`config.mk`:
```
export PLATFORM = sky130hd
export DESIGN_NAME = mem_arbiter
export DESIGN_NICKNAME = d
export VERILOG_FILES = /design/src/rtl/cpu_types_pkg.sv /design/src/rtl/arb_starve_counter.sv /design/src/rtl/mem_arbiter.sv
export SDC_FILE = /design/constraint.sdc
export NUM_CORES = 1
export LEC_CHECK = 0
export CAP_MARGIN = 20
export CORE_AREA = 3 3 102 104
export CTS_BUF_LIST = sky130_fd_sc_hd__clkbuf_8
export DETAILED_ROUTE_END_ITERATION = 6
export DIE_AREA = 0 0 105 107
export PLACE_DENSITY = 0.67
export SLEW_MARGIN = 20
export SYNTH_ARGS = -nofsm -noshare
export SYNTH_HDL_FRONTEND = slang
export SYNTH_SLANG_ARGS = --single-unit
export TNS_END_PERCENT = 30
```
`constraint.sdc`:
```
create_clock -name CLK -period 2 [get_ports CLK]
set_input_delay 0.5 -clock CLK [delete_from_list [all_inputs] [get_ports CLK]]
set_output_delay 0.5 -clock CLK [all_outputs]
set_load 0.005 [all_outputs]
```
`src/rtl/cpu_types_pkg.sv`:
```
// Shared CPU memory-side types: word, RAM handshake state and arbiter state.
package cpu_types_pkg;

  localparam int unsigned WORD_W     = 32;
  localparam int unsigned BLKOFF_BIT = 2;

  typedef logic [WORD_W-1:0] word_t;

  typedef enum logic [1:0] {
    FREE   = 2'd0,
    BUSY   = 2'd1,
    ACCESS = 2'd2,
    ERROR  = 2'd3
  } ramstate_t;

  typedef enum logic [1:0] {
    IDLE   = 2'd0,
    ISERVE = 2'd1,
    DSERVE = 2'd2
  } arbstate_t;

endpackage : cpu_types_pkg

```
`src/rtl/arb_starve_counter.sv`:
```
// Saturating count of dcache grants made while the icache was waiting.
module arb_starve_counter #(
  parameter int unsigned W = 3
) (
  input  logic         clk_i,
  input  logic         rst_i,
  input  logic         inc_i,
  input  logic         clr_i,
  input  logic [W-1:0] limit_i,
  output logic         at_limit_o
);

  logic [W-1:0] count_q;
  logic [W-1:0] count_d;

  always_comb begin
    count_d = count_q;
    if (clr_i) begin
      count_d = '0;
    end else if (inc_i && (count_q < limit_i)) begin
      count_d = count_q + W'(1);
    end
  end

  always_ff @(posedge clk_i) begin
    if (rst_i) begin
      count_q <= '0;
    end else begin
      count_q <= count_d;
    end
  end

  assign at_limit_o = (count_q >= limit_i);

endmodule : arb_starve_counter

```
`src/rtl/mem_arbiter.sv`:
```
// Single-port RAM arbiter: dcache priority with block-burst lock, icache
// starvation bound, sticky RAM error flag.
module mem_arbiter
  import cpu_types_pkg::*;
#(
  parameter int unsigned STARVE_LIMIT = 4
) (
  input  logic      CLK,
  input  logic      RST,
  input  logic      iREN,
  input  word_t     iaddr,
  output logic      iwait,
  output word_t     iload,
  input  logic      dREN,
  input  logic      dWEN,
  input  word_t     daddr,
  input  word_t     dstore,
  output logic      dwait,
  output word_t     dload,
  output logic      ramREN,
  output logic      ramWEN,
  output word_t     ramaddr,
  output word_t     ramstore,
  input  word_t     ramload,
  input  ramstate_t ramstate,
  output logic      err
);

  localparam int unsigned STARVE_W = $clog2(STARVE_LIMIT + 1);

  arbstate_t state_q;
  arbstate_t state_d;
  logic      err_q;
  logic      err_d;
  logic      starve_inc;
  logic      starve_clr;
  logic      starve_at_limit;

  arb_starve_counter #(
    .W(STARVE_W)
  ) u_starve (
    .clk_i      (CLK),
    .rst_i      (RST),
    .inc_i      (starve_inc),
    .clr_i      (starve_clr),
    .limit_i    (STARVE_W'(STARVE_LIMIT)),
    .at_limit_o (starve_at_limit)
  );

  always_ff @(posedge CLK) begin
    if (RST) begin
      state_q <= IDLE;
      err_q   <= 1'b0;
    end else begin
      state_q <= state_d;
      err_q   <= err_d;
    end
  end

  // Outputs are forced idle while RST is high so an aborted access never pulses a wait.
  always_comb begin
    state_d    = state_q;
    err_d      = err_q | (ramstate == ERROR);
    iwait      = 1'b1;
    dwait      = 1'b1;
    ramREN     = 1'b0;
    ramWEN     = 1'b0;
    ramaddr    = '0;
    ramstore   = '0;
    starve_inc = 1'b0;
    starve_clr = 1'b0;

    if (!RST) begin
      case (state_q)
        IDLE: begin
          if ((dREN || dWEN) && (!starve_at_limit || !iREN)) begin
            state_d    = DSERVE;
            starve_inc = iREN;
          end else if (iREN) begin
            state_d    = ISERVE;
            starve_clr = 1'b1;
          end
        end

        ISERVE: begin
          ramREN  = iREN;
          ramaddr = iaddr;
          if (!iREN) begin
            state_d = IDLE;
          end else if (ramstate == ACCESS) begin
            iwait   = 1'b0;
            state_d = IDLE;
          end
        end

        DSERVE: begin
          ramREN   = dREN & ~dWEN;
          ramWEN   = dWEN;
          ramaddr  = daddr;
          ramstore = dstore;
          if (!dREN && !dWEN) begin
            state_d = IDLE;
          end else if (ramstate == ACCESS) begin
            dwait = 1'b0;
            // First word of a block keeps the lock so the second follows back-to-back.
            if (daddr[BLKOFF_BIT]) begin
              state_d = IDLE;
            end
          end
        end

        default: begin
          state_d = IDLE;
        end
      endcase
    end
  end

  assign iload = ramload;
  assign dload = ramload;
  assign err   = err_q;

endmodule : mem_arbiter
```
# Word level (Yosys, flattened, before mapping)

Cells that the tools add are included.

Muxes and demuxes: 30
Reductions and logical operators: 12
Bitwise logic cells: 3
Equality and inequality tests: 8
Add/sub/neg operators: 1
Magnitude comparators: 2

Operators by type and width:

| kind                | count |
|---|---|
| $mux 32             | 3 |
| $pmux 32 s2         | 1 |
| $mux 1              | 17 |
| $mux 2              | 7 |
| $ne 3x3->1 const B  | 4 |
| $eq 2x2->1 const B  | 3 |
| $pmux 2 s3          | 1 |
| $logic_not 1->1     | 4 |
| $reduce_and 4->1    | 1 |
| $add 3x1->3 const B | 1 |
| $ge 3x3->1 const B  | 1 |
| $logic_and 1x1->1   | 3 |
| $lt 3x3->1 const B  | 1 |
| $eq 2x1->1 const B  | 1 |
| $logic_not 2->1     | 1 |
| $logic_or 1x1->1    | 2 |
| $pmux 1 s2          | 1 |
| $reduce_or 2->1     | 1 |
| $and 1x1->1         | 1 |
| $not 1->1           | 1 |
| $or 1x1->1          | 1 |

Input bits: 135
Logic and storage cells: 59
Output and inout port bits: 133
Register bits: 6

# Logic depth before layout (Yosys ltp)

Depth in word-level cells: 8
Gate-level depth with buffers: 7
Gate-level depth less buffers: 6

# Cells and area by module

From an unflattened synthesis, not the netlist that was laid out.

Cell total of the unflattened synthesis: 245
Area, all modules: 1655.3 um^2

Modules (own cells, without submodules):

| module             | area each (um^2) | times used | cells each | seq. area each (um^2) |
|---|---|---|---|---|
| mem_arbiter        | 1397.6           | 1          | 214        | 60.1 |
| arb_starve_counter | 257.7            | 1          | 31         | 60.1 |

# Least setup slack after synthesis

OpenSTA, ideal clock, no wires.

Path kind: flip-flop to output port
Start point: register state_q[0]
End point: output ramstore[10]
Arrival time: 1.304 ns
Path buffers: 2
Required time: 1.500 ns
Stages on the path, launching flop included: 7
Setup slack: 0.196 ns
Cell sequence: dfxtp_1 -> inv_1 -> ha_1 -> buf_2 -> nor2b_1 -> clkbuf_1 -> and2_1

Word-level cells in the longest chain between the ends: 3

RTL lines:

| item                     | RTL line          | text |
|---|---|---|
| start: declaration       | mem_arbiter.sv:31 | `arbstate_t state_q;` |
| start signal: assignment | mem_arbiter.sv:55 | `state_q <= state_d;` |
| $eq 2x2->1               | mem_arbiter.sv:74 | `case (state_q)` |
| $mux 32                  | mem_arbiter.sv:74 |  |
| $mux 32                  | mem_arbiter.sv:73 | `if (!RST) begin` |
| end: declaration         | mem_arbiter.sv:23 | `output word_t ramstore,` |

No other way between the ends.

# Worst setup path after layout

Start point: register state_q[0]
End point: output ramaddr[15]

Word-level cells in the longest chain between the ends: 3
Elaborated cells on any way between the ends: 4
Those cells by class: 2 x eq/ne; 2 x mux

RTL lines:

| item                                            | RTL line          | text |
|---|---|---|
| $eq 2x2->1 / $eq 2x1->1 (equally long branches) | mem_arbiter.sv:74 |  |
| $pmux 32 s2 (*)                                 | mem_arbiter.sv:74 |  |
| $mux 32 (*)                                     | mem_arbiter.sv:73 |  |
| end: declaration                                | mem_arbiter.sv:22 | `output word_t ramaddr,` |

Mark *: on every way between the ends. The rest lies on a longest branch, timed or not.

==> flow_summary.json <==
{
  "multiInputGateArea_sq_um": 1170,
  "layout-drive-gt1-share_pct": 53.7,
  "slew_viol_final": 0,
  "antenna_found_initial": 0,
  "dp_cells": 479,
  "ff2ff_path_depth": 9,
  "rsz0062_at_grt": "true",
  "slowest_delay_ps": 340,
  "critPathTopFamily": "buffers and inverters",
  "required_ps": 1500,
  "syn_inst": 228,
  "worst_path_max_delay_cell": "dfxtp_2",
  "cp-start-kind": "register",
  "numPortBuffers": 171,
  "hp-class": "register to register",
  "drt_first_pass_iters": 4,
  "seq_power_share_pct": 7.2,
  "drt_iter0_drc": 107,
  "finalSetupViolCount": 33,
  "worst_pin_slew_ps": 243,
  "row_count": 36,
  "synth-seq-cells": 6,
  "vdd_drop_max_mv": 0.271,
  "area_growth_pct": 135,
  "core_area_sq_um": 9640,
  "hold_viol": 0,
  "grt_max_degree": 34,
  "fmax_mhz": 479,
  "ant_nets": 0,
  "ys.flop_type": "dfxtp_1",
  "cp.arrival_ps": 1590,
  "synth_cell_types": 27,
  "reg2reg_slack_ps": 130,
  "cts_tree": "done",
  "die_h_um": 107,
  "status": "finished with violations",
  "cts-htree-levels": 1,
  "drv_cap": 0,
  "cpMostUsedCell": "buf_4",
  "cp_cell_sequence": "inv_4 > ha_4 > buf_4 > buf_12 > buf_4 > a22oi_2 > nor2_1 > buf_2",
  "fp.dieArea_sq_um": 11200,
  "leakagePower_nw": 1.55,
  "clkPwrFrac_pct": 7.9,
  "finalWeightedCongestion": 0.743,
  "gr-total-overflow": 0,
  "synth.most_common_cell": "buf_4",
  "finalWorstSetupSlack_ps": -85.5,
  "slew_headroom_pct": 83.6,
  "via_per_inst": 4.23,
  "synth_largest_area_cell": "buf_4",
  "post-route-period-util_pct": 104,
  "clk_path_buf_depth": 2,
  "fin_area_sq_um": 3650,
  "cts.clk_slew.worst_paths_ps": 40,
  "power_mw": 2.33,
  "fin_tns_setup_ps": -1160,
  "p_int_mw": 1.45,
  "grt_pass1_wl_mm": 12.3,
  "final_core_utilization_pct": 37.9,
  "crit_path_end_kind": "output port",
  "crit_buf_inv": 5,
  "grt_usage_pct": 13.9,
  "fillers": 993,
  "cts_root_buffer": "clkbuf_8",
  "synthTopCellsByCount": "64 x buf_4, 40 x nor2_1, 33 x and2_1, 32 x a22oi_1, 8 x clkbuf_1",
  "drc_errors": 0,
  "ioPinCount": 268,
  "cts_sinks": 6,
  "final_cell_count_no_fill": 509,
  "initial_core_util_pct": 16.1,
  "placed_area_sq_um": 3130,
  "violations": "setup timing",
  "switching_share_pct": 37.8,
  "synth_area_sq_um": 1560,
  "powerDensity_nw_per_um2": 637,
  "skew_ps": 6.59,
  "syn_nets": 368,
  "ys_top_cells_by_area": "buf_4 31%, a22oi_1 15%, and2_1 13%",
  "syn_avg_cell_area_sq_um": 6.82,
  "synth_top_area_share_pct": 30.9,
  "cts_made_buffers": 3,
  "nets": 518,
  "die_x_um": 105,
  "min_period_ps": 2090,
  "pwr-share-comb_pct": 84.9,
  "clock_latency_ps": 230,
  "diodes": 0,
  "drt-total-wl_mm": 8.80,
  "ys_warn_count": 0,
  "synth_edf_count": 0,
  "pre_cts_slack_ps": -505,
  "via_count": 2151,
  "power.net_switching_mw": 0.881,
  "ys_async_sr_fraction_pct": 0,
  "grt_pass1_vias": 2319,
  "r2r_end": "state_q[1]",
  "post-dp-hpwl_mm": 6.28,
  "postCtsHoldBufs": 0,
  "worst_hold_path.endpoint": "err",
  "ys_seq_area_share_pct": 7.72,
  "wl_per_cell_um": 17.3,
  "finalHoldWorstSlack_ps": 488,
  "critPathKind": "register to output port",
  "crit_fanout": 8,
  "min-delay-start": "err",
  "r2r-start": "state_q[0]",
  "regArea_sq_um": 125,
  "min_path_cells": 2
}
[power groups by stage]
stage               clock network [mW]  logic [mW]  registers (mW)
finish                           0.185        1.98           0.167
global route                     0.197        2.12           0.168
CTS                              0.190        1.80           0.166
detailed placement                   0        1.34           0.153
global placement                     0        1.33           0.153
floorplan                            0       0.643           0.152
[routing by layer]
layer,global-route usage [%],routed length [um]
met2,28.2,4850
met1,13.1,2970
met5,0,0
met3,5.06,914
met4,2.81,71
[worst max-delay path by stage]
stage / start / end / slack [ps] / cells after the start
3_5_place_dp: RST / ramaddr[22] / -510 / 5
5_1_grt: state_q[0] / ramstore[18] / -130 / 8
4_1_cts: state_q[0] / ramstore[21] / -90 / 8
6_report: state_q[0] / ramaddr[15] / -90 / 8
2_1_floorplan: state_q[0] / ramstore[10] / 200 / 6
3_3_place_gp: RST / ramaddr[30] / -520 / 5
[logic make-up (layout without fill, tap and decap cells)]
kind of cell,after synthesis,after routing,share of synthesized area [%]
compound gates,42,42,21.6
fa+ha+maj,5,5,4.02
buf+inv,83,231,36.4
flops,6,6,7.72
simple gates,92,92,30.2
[what timing repair did]
item / in CTS / in global routing
setup buffers: 18 / 3
setup endpoints to repair: 68 / 68
pin swaps: 24 / 12
gates resized for setup: 339 / 59
cloned: 8 / 3
[worst register-to-register path: cells and delay by family (launching register included)]
| family | cells | cell delay [ps] |
|---|---|---|
| compound gates | 3 | 580 |
| buf+inv | 4 | 470 |
| flops | 1 | 340 |
| simple gates | 1 | 200 |
| fa+ha+maj | 1 | 170 |
[sequential cells by signal (all words and copies together), names as in the netlist]
signal	cells
state_q	2
u_starve.count_q	3
err	1
[final cells by class]
cell class	instances	share of cell area [%]
Inverter	2	0.342
Sequential cell	6	3.42
Tap cell	133	4.55
Multi-Input combinational cell	139	32.2
Timing Repair Buffer	226	58.4
Clock buffer	3	1.13
[cell usage in the layout, fill, tap and decap left out, types with 2 or more instances in the layout]
cell and count:
dlymetal6s2s_1 2, and2_4 12, dlygate4sd2_1 2, nor2_1 22, buf_2 50, clkdlybuf4s50_1 99, buf_6 30, a22oi_2 31
buf_12 5, clkbuf_8 3, dfxtp_1 4, clkbuf_16 3, inv_4 2, ha_4 3, and2_1 21, nor2_2 14
a21oi_1 4, buf_16 4, clkbuf_2 4, buf_4 26, ha_1 2, nor2_4 4, nand2_1 4, nand3_1 5
Power figures use the tool's default switching activity.
==> edit (same flow settings) <==
The parameter `STARVE_LIMIT` goes from 4 to 2.
--- a/src/rtl/mem_arbiter.sv
+++ b/src/rtl/mem_arbiter.sv
@@ -5,3 +5,3 @@
 #(
-  parameter int unsigned STARVE_LIMIT = 4
+  parameter int unsigned STARVE_LIMIT = 2
 ) (
Function: changed (Yosys sat finds a counterexample within 10 cycles, from zero or initial values and one cycle with RST high).
==> edit against the original RTL <==
The flow still finishes with violations (setup timing); sequential cell count shrank 1; sequential share of layout area is 0.45 points lower; total power fell by 27%; count of clock-buffer cells in the layout unchanged; routed wire length fell by 4.5%; setup slack improved by 7.3 ps; synthesized area shrank 4.4%; design area decreased by 5.4%; worst hold slack better by 28 ps; core utilization decreased by 2.1 points; largest cell class unchanged.
==> edit: results (changes against the original RTL) <==
| Metric | Value |
|---|---|
| Run status | `complete, but fails checks` |
| Violated checks | `setup timing` |
| Metal2 WL | `4200 um (-13%)` |
| Reg2reg setup slack | `340 ps (+210 ps)` |
| Initial antenna violation count | `2 (+2)` |
| Post-Route Utilization | `35.8% (-2.1 points)` |
| Sw frac | `36.3% (-1.6 points)` |
| Worst Hold Slack | `515 ps (+27.8 ps)` |
| Number of global-route vias before repair | `2228 (-3.9%)` |
| Worst slew pin tran | `271 ps (+28.0 ps)` |
| Fillers | `1049 (+5.6%)` |
| First-pass GRT wire length | `12300 um (+0.17%)` |
| Placed inst area | `0.00304 mm2 (-3.1%)` |
| Sequential fraction of the synthesis area | `6.73% (-0.99 points)` |
| Wl on met1 | `2910 um (-1.9%)` |
| Detail Placement HPWL | `5960 um (-5.2%)` |
| Flop+latch power | `0.134 mW (-20%)` |
| Peak supply drop | `0.000201 V (-26%)` |
| Pre-CTS setup slack | `-637 ps (-132 ps)` |
| Syn Area/Cell | `6.76 um2 (-0.95%)` |
| Largest net degree at the start of global routing | `18 (-47%)` |
| Gr usage total | `14.4% (+0.52 points)` |
| Setup TNS | `-651 ps (+507 ps)` |
| Most frequent cells after synthesis | `buf_4 (64), nor2_1 (36), a22oi_1 (32), and2_1 (32), clkbuf_1 (12)` |
| Layout cells sized above 1 | `50.6% (-3.2 points)` |
| Setup ws final | `-78.2 ps (+7.34 ps)` |
| Synth area leaders | `buf_4 (32%), a22oi_1 (16%), and2_1 (13%)` |
| Flop pwr share | `7.9% (+0.7 points)` |
| Async S/R FF share, synth | `0% (unchanged)` |
| Final Skew | `0.657 ps (-5.93 ps)` |
| Worst-case reg-to-reg path depth | `8 (-1)` |
| WL/cell | `17.3 um (-0.16%)` |
| Post-synth cell types | `28 (+3.7%)` |
| Critical R2R Launch | `state_q[1]` |
| R2r endpoint | `state_q[0]` |
| Fin nets | `494 (-4.6%)` |
| PortBufs | `171 (unchanged)` |
| Final setup violation count | `14 (-58%)` |
| P_comb | `1.38 mW (-30%)` |
| Top routing layer in use | `met5` |
| DRT iter0 DRCs | `44 (-59%)` |
| Leak pwr | `1.43 nW (-7.6%)` |
| Metal3 WL | `803 um (-12%)` |
| Dpl cells | `466 (-2.7%)` |
| Avg Vias per Cell | `4.14 (-2.1%)` |
| Critical path arrival | `1580 ps` |
| Net count after synthesis | `359 (-2.4%)` |
| Placer's final routability congestion estimate | `0.803 (+8.0%)` |
| CP max FO | `5 (-3)` |
| Final WL | `8410 um (-4.5%)` |
-- edit: changes by cell type after synthesis, moves of 2 or more --
cell / change
clkbuf_1: +4
nand3_1: -4
nor2_1: -4
buf_1: -2
buf_2: -2
nand3b_1: +2
-- edit: kinds of logic after synthesis --
family / after synthesis / synth area share [%]
and+or+nand+nor: 85 / 30.3
AOI/OAI and AO/OA: 41 / 20.5
muxes: 2 / 1.68
adders and majority gates: 4 / 3.37
DFF: 5 / 6.73
buffers and inverters: 83 / 37.5
-- edit: how the worst max path moves through the flow --
stage          slack (ps)  cells after the start       start           end
2_1_floorplan         200                      6  state_q[0]  ramstore[22]
3_3_place_gp         -660                      6         RST  ramstore[12]
3_5_place_dp         -640                      6         RST  ramstore[20]
4_1_cts              -100                      7  state_q[1]        ramWEN
5_1_grt              -130                      8  state_q[1]   ramstore[0]
6_report              -80                      8  state_q[1]  ramstore[15]
-- edit: repair_timing --
action                                  in CTS  in global routing
gates cloned                                 8                  0
setup buffers                               11                  1
hold buffers                                 0                  0
resized for setup                          355                 11
endpoints found under the setup margin      68                 67
pin swaps                                   50                 18
-- edit: area by class of cell --
cell class | instances | area share, %
clock buffers | 3 | 1.20
clock inverters | 1 | 0.109
inverters | 3 | 0.326
multi-input cells | 132 | 32.1
flip-flops and latches | 5 | 2.97
well taps | 133 | 4.82
repair buffers | 210 | 58.5
-- edit: critical path, stage by stage, from the launching register on --
cell and delay, ps:
dfxtp_2 330, buf_6 120, ha_4 160, nor2b_4 130
buf_6 120, buf_6 130, buf_12 120, and2_1 120
buf_2 130
-- edit: metal layers --
layer | GRT usage, % | vias to the layer above
li1 | - | 937
met1 | 13.8 | 907
met2 | 26.3 | 126
met3 | 4.52 | 40
met4 | 9.84 | 4
met5 | 0 | -
